--- config.mk ---
export PLATFORM = sky130hd
export DESIGN_NAME = prio_event_encoder
export DESIGN_NICKNAME = d
export VERILOG_FILES = /design/src/rtl/prio_enc_pkg.sv /design/src/rtl/prio_pick.sv /design/src/rtl/prio_event_encoder.sv
export SDC_FILE = /design/constraint.sdc
export NUM_CORES = 1
export LEC_CHECK = 0
export ABC_AREA = 1
export CAP_MARGIN = 20
export CORE_MARGIN = 5
export CORE_UTILIZATION = 43
export CTS_BUF_LIST = sky130_fd_sc_hd__clkbuf_16
export CTS_CLUSTER_SIZE = 12
export DETAILED_ROUTE_END_ITERATION = 10
export PLACE_DENSITY = 0.88
export SKIP_CTS_REPAIR_TIMING = 1
export SLEW_MARGIN = 0
export SYNTH_ARGS = -nofsm -noshare
export SYNTH_HDL_FRONTEND = slang
export SYNTH_SLANG_ARGS = --single-unit
export TNS_END_PERCENT = 5
--- constraint.sdc ---
create_clock -name clk -period 1.8 [get_ports clk]
set_clock_uncertainty 0.2 [all_clocks]
set_input_delay 0.36 -clock clk [delete_from_list [all_inputs] [get_ports clk]]
set_output_delay 0.36 -clock clk [all_outputs]
set_load 0.02 [all_outputs]
--- src/rtl/prio_enc_pkg.sv ---
// Shared helpers for the priority event encoder: index width, one-hot to binary, default line count.
package prio_enc_pkg;

    localparam int DEFAULT_N = 8;

    function automatic int idx_width(input int n);
        return (n <= 2) ? 1 : $clog2(n);
    endfunction

    // OR-reduction form keeps this a flat mux-free encoder for a true one-hot input.
    function automatic logic [5:0] onehot_to_idx(input logic [63:0] oh);
        logic [5:0] idx;
        idx = '0;
        for (int i = 0; i < 64; i++) begin
            if (oh[i]) idx |= 6'(i);
        end
        return idx;
    endfunction

endpackage

--- src/rtl/prio_pick.sv ---
// Find-first-set over vec, searching upward from (base+1) mod N with wrap.
// Purely combinational; no backpressure of its own.
module prio_pick
    import prio_enc_pkg::*;
#(
    parameter int N = DEFAULT_N,
    parameter int W = idx_width(N)
) (
    input  logic [N-1:0] vec,
    input  logic [W-1:0] base,
    output logic [W-1:0] sel,
    output logic         any
);

    logic [2*N-1:0] dbl;
    logic [N-1:0]   rot;
    logic [N-1:0]   low;
    int             start;

    // Rotate so the search origin lands on bit 0, isolate the lowest set bit, then rotate the index back.
    always_comb begin
        start = (int'(base) + 1) % N;
        dbl   = {vec, vec} >> start;
        rot   = dbl[N-1:0];
        low   = rot & (-rot);
        sel   = W'((int'(onehot_to_idx(64'(low))) + start) % N);
        any   = |vec;
    end

endmodule

--- src/rtl/prio_event_encoder.sv ---
// Captures event pulses into a pending register and serialises their indices on a valid/ready port; 2-cycle latency, slot holds while !out_ready.
// PRIO_ROUND_ROBIN_EN selects round-robin search from the last granted line; default is fixed lowest-index priority.
module prio_event_encoder
    import prio_enc_pkg::*;
#(
    parameter int  N = DEFAULT_N,
    localparam int W = idx_width(N)
) (
    input  logic         clk,
    input  logic         rst_n,
    input  logic [N-1:0] req,
    input  logic [N-1:0] mask,
    output logic         out_valid,
    input  logic         out_ready,
    output logic [W-1:0] out_idx,
    output logic [N-1:0] pending,
    output logic         ovf
);

    logic [N-1:0] p;
    logic [N-1:0] elig;
    logic [N-1:0] load_oh;
    logic [W-1:0] sel;
    logic [W-1:0] base;
    logic         any;
    logic         load;

    assign elig    = p & mask;
    assign load    = (!out_valid || out_ready) && any;
    assign pending = p;

    prio_pick #(.N(N), .W(W)) u_pick (
        .vec  (elig),
        .base (base),
        .sel  (sel),
        .any  (any)
    );

    always_comb begin
        load_oh = '0;
        if (load) load_oh[sel] = 1'b1;
    end

`ifdef PRIO_ROUND_ROBIN_EN
    logic [W-1:0] ptr;

    assign base = ptr;

    always_ff @(posedge clk or negedge rst_n) begin
        if (!rst_n) begin
            ptr <= W'(N - 1);
        end else if (load) begin
            ptr <= sel;
        end
    end
`else
    assign base = W'(N - 1);
`endif

    // A request landing on the line being moved to the slot is a fresh event, not an overrun.
    always_ff @(posedge clk or negedge rst_n) begin
        if (!rst_n) begin
            p         <= '0;
            ovf       <= 1'b0;
            out_valid <= 1'b0;
            out_idx   <= '0;
        end else begin
            p   <= (p & ~load_oh) | req;
            ovf <= |(req & p & ~load_oh);
            if (load) begin
                out_valid <= 1'b1;
                out_idx   <= sel;
            end else if (out_ready) begin
                out_valid <= 1'b0;
            end
        end
    end

endmodule

==> results of run 1 <==
[cell usage in the layout, fill, tap and decap left out]
master            n
nand2_2           7
clkbuf_16         3
nand3_2           1
clkdlybuf4s50_1  22
nand2_1          34
nor2_4            1
inv_1            17
nor2_8            1
nand2_4           5
nor3_1            1
nor2_1           11
dfrtp_1          13
a21oi_1           1
a31oi_1           1
dlymetal6s2s_1    9
nand3_1           6
nand4_1           4
buf_4            16
inv_2             2
a21o_1            7
o21bai_1          1
nor2_2            2
[metal layers]
metal | vias to the layer above | track usage (%) | part of all wire, % | wire length, µm
li1 | 458 | - | - | -
met1 | 420 | 21.4 | 43 | 1010
met2 | 29 | 31.9 | 51 | 1210
met3 | 3 | 4.63 | 5.1 | 121
met4 | 0 | 8.71 | 1.3 | 31
met5 | - | 0 | 0 | 0
[path summary, 6_finish.rpt]
| path | startpoint | end | depth (start not counted) |
|---|---|---|---|
| setup / recovery | mask[0] | ovf$_DFF_PN0_ | 9 |
| hold / removal | rst_n | out_valid$_DFFE_PN0P_ | 2 |
| setup reg to reg | pending[0]$_DFF_PN0_ | ovf$_DFF_PN0_ | 8 |
| hold reg to reg | out_idx[2]$_DFFE_PN0P_ | out_idx[2]$_DFFE_PN0P_ | 2 |
| max in group asynchronous | rst_n | out_idx[1]$_DFFE_PN0P_ | 2 |
| min in group clk | out_idx[2]$_DFFE_PN0P_ | out_idx[2]$_DFFE_PN0P_ | 2 |
[final cells by class]
class                   count  share of cell area, %
flip-flops and latches     13                   23.0
repair buffers             47                   32.1
well taps                  27                   2.39
multi-input cells          83                   32.2
inverters                  18                   4.78
clock inverters             1                  0.266
clock buffers               3                   5.31
[worst max-delay path, stage by stage]
cell             delay [ps]
clkdlybuf4s50_1         440
nand2_2                 130
nand2_4                  90
nor2_8                  170
nand3_1                 100
nor2_2                  150
nor2_1                   60
nor2_1                  130
nand4_1                 120
[power by group]
part / total (mW) / internal [mW] / switching [mW]
clock network: 0.424 / 0.294 / 0.130
registers: 0.331 / 0.313 / 0.0174
logic: 0.283 / 0.138 / 0.145
[state kept, by name, summed over array words and instances, names as in the netlist]
name / count
out_idx: 3
out_valid: 1
ovf: 1
pending: 8
[through the flow]
step	TNS (ps)	std cells	util (%)	power, mW
5_1_grt	-67.4	192	73.5	1.09
6_report	-28.6	192	73.5	1.04
4_1_cts	-253	192	72.3	1.04
2_1_floorplan	0	114	-	0.474
3_5_place_dp	-1340	188	68.2	0.616
3_3_place_gp	-862	188	68.2	0.610
[kinds of logic after synthesis]
logic type | count (synthesis) | share of synthesized area [%]
and+or+nand+nor | 73 | 45.2
buffers and inverters | 18 | 7.98
DFF | 13 | 38.4
AOI/OAI and AO/OA | 10 | 8.42
==> flow_metrics.py, run 1 <==
metrics = {
    "route": {
        "routedWlPerCell_um": 12.3,
        "antenna_left": 0,
        "routed-via-count": 910,
        "drc_violation_total_after_the_first_tritonroute_iteration": 32,
        "drt-total-wl_mm": 2.37,
        "via_per_inst": 4.74,
        "detailedRoute.firstPassIterationCount": 4,
        "remaining_drc_errors": 0,
    },
    "synth": {
        "asyncSetResetFlopFracSynth_pct": 100,
        "post_synth_main_area_contributors": "dfrtp_1 (38%), nand2_1 (15%), inv_1 (7.1%), nand2_4 (6.6%), a21o_1 (6.2%)",
        "post_synth_inst_count": 114,
        "netlist.top_cell.by_area": "dfrtp_1",
        "top_count_cell_post_synth": "nand2_1",
        "synthDominantCellAreaShare_pct": 38.4,
        "syn_area_per_cell_um2": 7.43,
        "synth-main-ff-cell": "dfrtp_1",
        "synth.cells.most_frequent": "nand2_1 (34), inv_1 (16), dfrtp_1 (13), nor2_1 (11)",
        "synth.ff_latch_count": 13,
        "syn_nets": 133,
        "yosys.cell_types.count": 18,
        "ys_warn_count": 0,
        "number_of_synthesized_flops_with_an_enable_pin": 0,
        "synth_sequential_area_ratio_pct": 38.4,
        "synthesis.area_um2": 847,
    },
    "run_status": {
        "violations": "negative setup slack",
        "outcome": "finished, violations left",
    },
    "cells_and_area": {
        "multi_input_area_um2": 454,
        "area.sequential_um2": 325,
        "post_route_cell_area_mm2": 0.00141,
        "finalNetCount": 185,
        "layout-drive-gt1-share_pct": 23.0,
        "n_antenna_cell": 0,
        "filler_cell_count": 142,
        "area_delta_synth_final_pct": 66.8,
    },
    "die": {
        "dieArea_mm2": 0.00296,
        "floorplan.initialDensity_pct": 44.1,
        "die_x_um": 54.4,
        "ioPinCount": 32,
        "num_rows": 16,
        "core_mm2": 0.00192,
        "die_height_um": 54.4,
    },
    "critical_path": {
        "critical_path_peak_fanout": 7,
        "critPathRequiredTime_ps": 1710,
        "rrSetupSlack_ps": 100,
        "critical_path.endpoint_type": "register",
        "worstPathArrival_ps": 1740,
        "setup.worst_path.start_class": "primary input",
        "timing.setup.critical_path_class": "primary input to register",
    },
    "hold_path": {
        "worst_hold_path_type": "primary input to asynchronous set/reset pin",
    },
    "timing": {
        "period_minus_slack_ps": 1830,
        "tcrit_tclk_final_pct": 102,
        "relative_slew_slack_pct": 81.9,
        "hold_slack_ps": 216,
        "hold_viol_final": 0,
        "setup_slack_after_layout_ps": -28.6,
        "grt_setup_unrepaired": "yes",
        "worstMarginPinSlew_ps": 270,
        "finalSetupViolations": 1,
        "max_freq_ghz": 0.547,
        "final_max_slew_viol_count": 0,
    },
    "placement": {
        "numPortBuffers": 31,
        "placed_cell_area_mm2": 0.00131,
        "detailedPlacementHpwl_mm": 1.75,
        "place.gp.congestion": 0.889,
        "preCtsSetupSlack_ps": -218,
    },
    "global_route": {
        "antenna_found_initial": 0,
        "grt_first_pass_wirelength_mm": 3.91,
        "grt.overflow.total": 0,
        "pin_count_of_the_biggest_net_entering_global_routing": 14,
        "grt_pass1_vias": 926,
        "globalRouteTotalUtil_pct": 18.6,
    },
    "clock_tree": {
        "cts.htree.levels": 1,
        "cts.sinks": 13,
        "cts_tree": "done",
        "numCtsBuffers": 3,
        "clk_latency_worst_skew_pair_ps": 250,
        "path_clk_slew_ps": 50,
        "cts_root_buffer": "clkbuf_16",
        "cts_max_path_buffers": 2,
    },
    "power_and_ir_drop": {
        "static-leakage-power_nw": 0.750,
        "worst_voltage_drop_across_the_vdd_grid_mv": 0.644,
        "power_per_cell_area_mw_per_mm2": 734,
    },
    "run": {
        "drv.max_cap_violation_count": 0,
    },
}
Power figures use the tool's default switching activity.
==> inputs of run 2 (changes only) <==
- CORE_MARGIN: 5 -> 2
- CORE_UTILIZATION: 43 -> 30
- PLACE_DENSITY: 0.88 -> 0.68
- clock period: 1.8 -> 2.3 ns (I/O delays scaled with it)
==> flow_metrics.py, run 2 (synthesis results as in run 1) <==
metrics = {
    "critical_path": {
        "critical_path_peak_fanout": 4,
        "timing.reg2reg.worst_path_depth": 8,
        "critical_path.top_delay_family": "buffers and inverters",
        "worst_setup_path_endpoint": "pending[2]",
        "rrSetupSlack_ps": 720,
        "timing.setup.critical_path_class": "register to output pin",
        "worstReg2RegEnd": "ovf$_DFF_PN0_",
        "regToRegStartpoint": "pending[2]$_DFF_PN0_",
        "crit_start": "pending[2]$_DFF_PN0_",
        "setup.worst_path.start_class": "register",
        "worstPathArrival_ps": 1310,
        "critPathRequiredTime_ps": 1640,
        "critical_path.slowest_cell": "clkdlybuf4s50_1",
        "critical_path.max_stage_delay_ps": 640,
        "path_cells": "clkdlybuf4s50_1",
        "worstPathBufferInverterCount": 1,
        "critical_path.endpoint_type": "output pin",
        "cp_num_cells": 1,
    },
    "timing": {
        "final_max_slew_viol_count": 0,
        "max_freq_ghz": 0.508,
        "hold_viol_final": 0,
        "finalSetupViolations": 0,
        "timing.setup.tns_ps": 0,
        "period_minus_slack_ps": 1970,
        "grt_setup_unrepaired": "no",
        "tcrit_tclk_final_pct": 85.5,
        "hold_slack_ps": 297,
        "relative_slew_slack_pct": 59.2,
        "worstMarginPinSlew_ps": 610,
    },
    "die": {
        "die_x_um": 57.1,
        "core_mm2": 0.00271,
        "num_rows": 19,
        "dieArea_mm2": 0.00326,
        "floorplan.initialDensity_pct": 31.3,
        "ioPinCount": 32,
        "die_height_um": 57.1,
    },
    "power_and_ir_drop": {
        "static-leakage-power_nw": 0.660,
        "power_per_cell_area_mw_per_mm2": 619,
        "worst_voltage_drop_across_the_vdd_grid_mv": 0.516,
        "total_power_mw": 0.790,
    },
    "route": {
        "via_per_inst": 4.56,
        "antenna_left": 0,
        "routed-via-count": 821,
        "detailedRoute.firstPassIterationCount": 4,
        "drc_violation_total_after_the_first_tritonroute_iteration": 15,
        "drt-total-wl_mm": 2.00,
        "remaining_drc_errors": 0,
        "routedWlPerCell_um": 11.1,
    },
    "cells_and_area": {
        "mostFrequentLayoutCell": "nand2_1",
        "largest_register_ff_count": 8,
        "mostFrequentLayoutCells": "nand2_1 (34), clkdlybuf4s50_1 (31), inv_1 (17)",
        "area_delta_synth_final_pct": 50.5,
        "n_antenna_cell": 0,
        "layout-drive-gt1-share_pct": 14.8,
        "finalNetCount": 169,
    },
    "global_route": {
        "grt.overflow.total": 0,
        "globalRouteTotalUtil_pct": 13.7,
        "grt_most_used_layer": "met2",
        "met1_layer_usage_reported_by_global_route_pct": 15.6,
        "antenna_found_initial": 0,
        "grt_use_met2_pct": 22.3,
        "met3_usage_pct": 3.85,
        "pin_count_of_the_biggest_net_entering_global_routing": 14,
        "grt_first_pass_wirelength_mm": 3.36,
        "grt_pass1_vias": 807,
    },
    "placement": {
        "numPortBuffers": 31,
        "detailedPlacementHpwl_mm": 1.60,
        "place.gp.congestion": 0.834,
    },
    "run_status": {
        "outcome": "complete, no violations",
    },
    "clock_tree": {
        "numCtsBuffers": 3,
        "cts_root_buffer": "clkbuf_16",
        "cts.htree.levels": 1,
        "cts_tree": "done",
        "clk_latency_worst_skew_pair_ps": 250,
        "cts.sinks": 13,
        "cts_max_path_buffers": 2,
        "path_clk_slew_ps": 50,
    },
    "hold_path": {
        "worst_hold_path_type": "register to register",
    },
    "run": {
        "drv.max_cap_violation_count": 0,
    },
}
==> run 2: worst min-delay path by stage <==
stage               slack (ps)              startpoint  cells after the start                endpoint
finish                     300  out_idx[2]$_DFFE_PN0P_                      2  out_idx[2]$_DFFE_PN0P_
global route               320  out_idx[2]$_DFFE_PN0P_                      2  out_idx[2]$_DFFE_PN0P_
CTS                        300  out_idx[2]$_DFFE_PN0P_                      2  out_idx[2]$_DFFE_PN0P_
detailed placement         280  out_idx[2]$_DFFE_PN0P_                      2  out_idx[2]$_DFFE_PN0P_
global placement           280  out_idx[2]$_DFFE_PN0P_                      2  out_idx[2]$_DFFE_PN0P_
floorplan                  -40                   rst_n                      0  out_idx[0]$_DFFE_PN0P_
==> run 2: power by group <==
group | switching, mW | internal, mW | total, mW
Combinational | 0.104 | 0.0908 | 0.195
Clock | 0.106 | 0.230 | 0.336
Sequential | 0.0133 | 0.245 | 0.258
Total | 0.223 | 0.566 | 0.790
==> run 2: per-layer routing <==
metal  routed length (µm)  vias to the layer above
li1                     -                      424
met1                  893                      365
met2                  948                       28
met3                  112                        4
met4                   46                        0
met5                    0                        -
==> run 2: final cells by class <==
cell class	count	area, µm²
multi-input cells	83	454
repair buffers	31	310
well taps	31	38.8
inverters	18	67.6
clock inverters	1	3.75
clock buffers	3	75.1
fillers	276	1440
flip-flops and latches	13	325
==> run 2: metrics by stage <==
step	setup slack [ps]	util, %	area, µm²	std cells
after floorplan	734	-	847	114
after global placement	218	44.1	1200	176
after detailed placement	205	44.1	1200	176
after CTS	326	47.0	1270	180
after global routing	300	47.0	1270	180
final	333	47.0	1270	180
==> run 2: worst register-to-register path: stages (launching register included) <==
cell,delay (ps)
dfrtp_1,430
nand2_4,110
nand2_4,80
nor2_8,160
nand4_1,160
nand2_1,110
inv_2,30
nor2_1,90
nand4_1,90
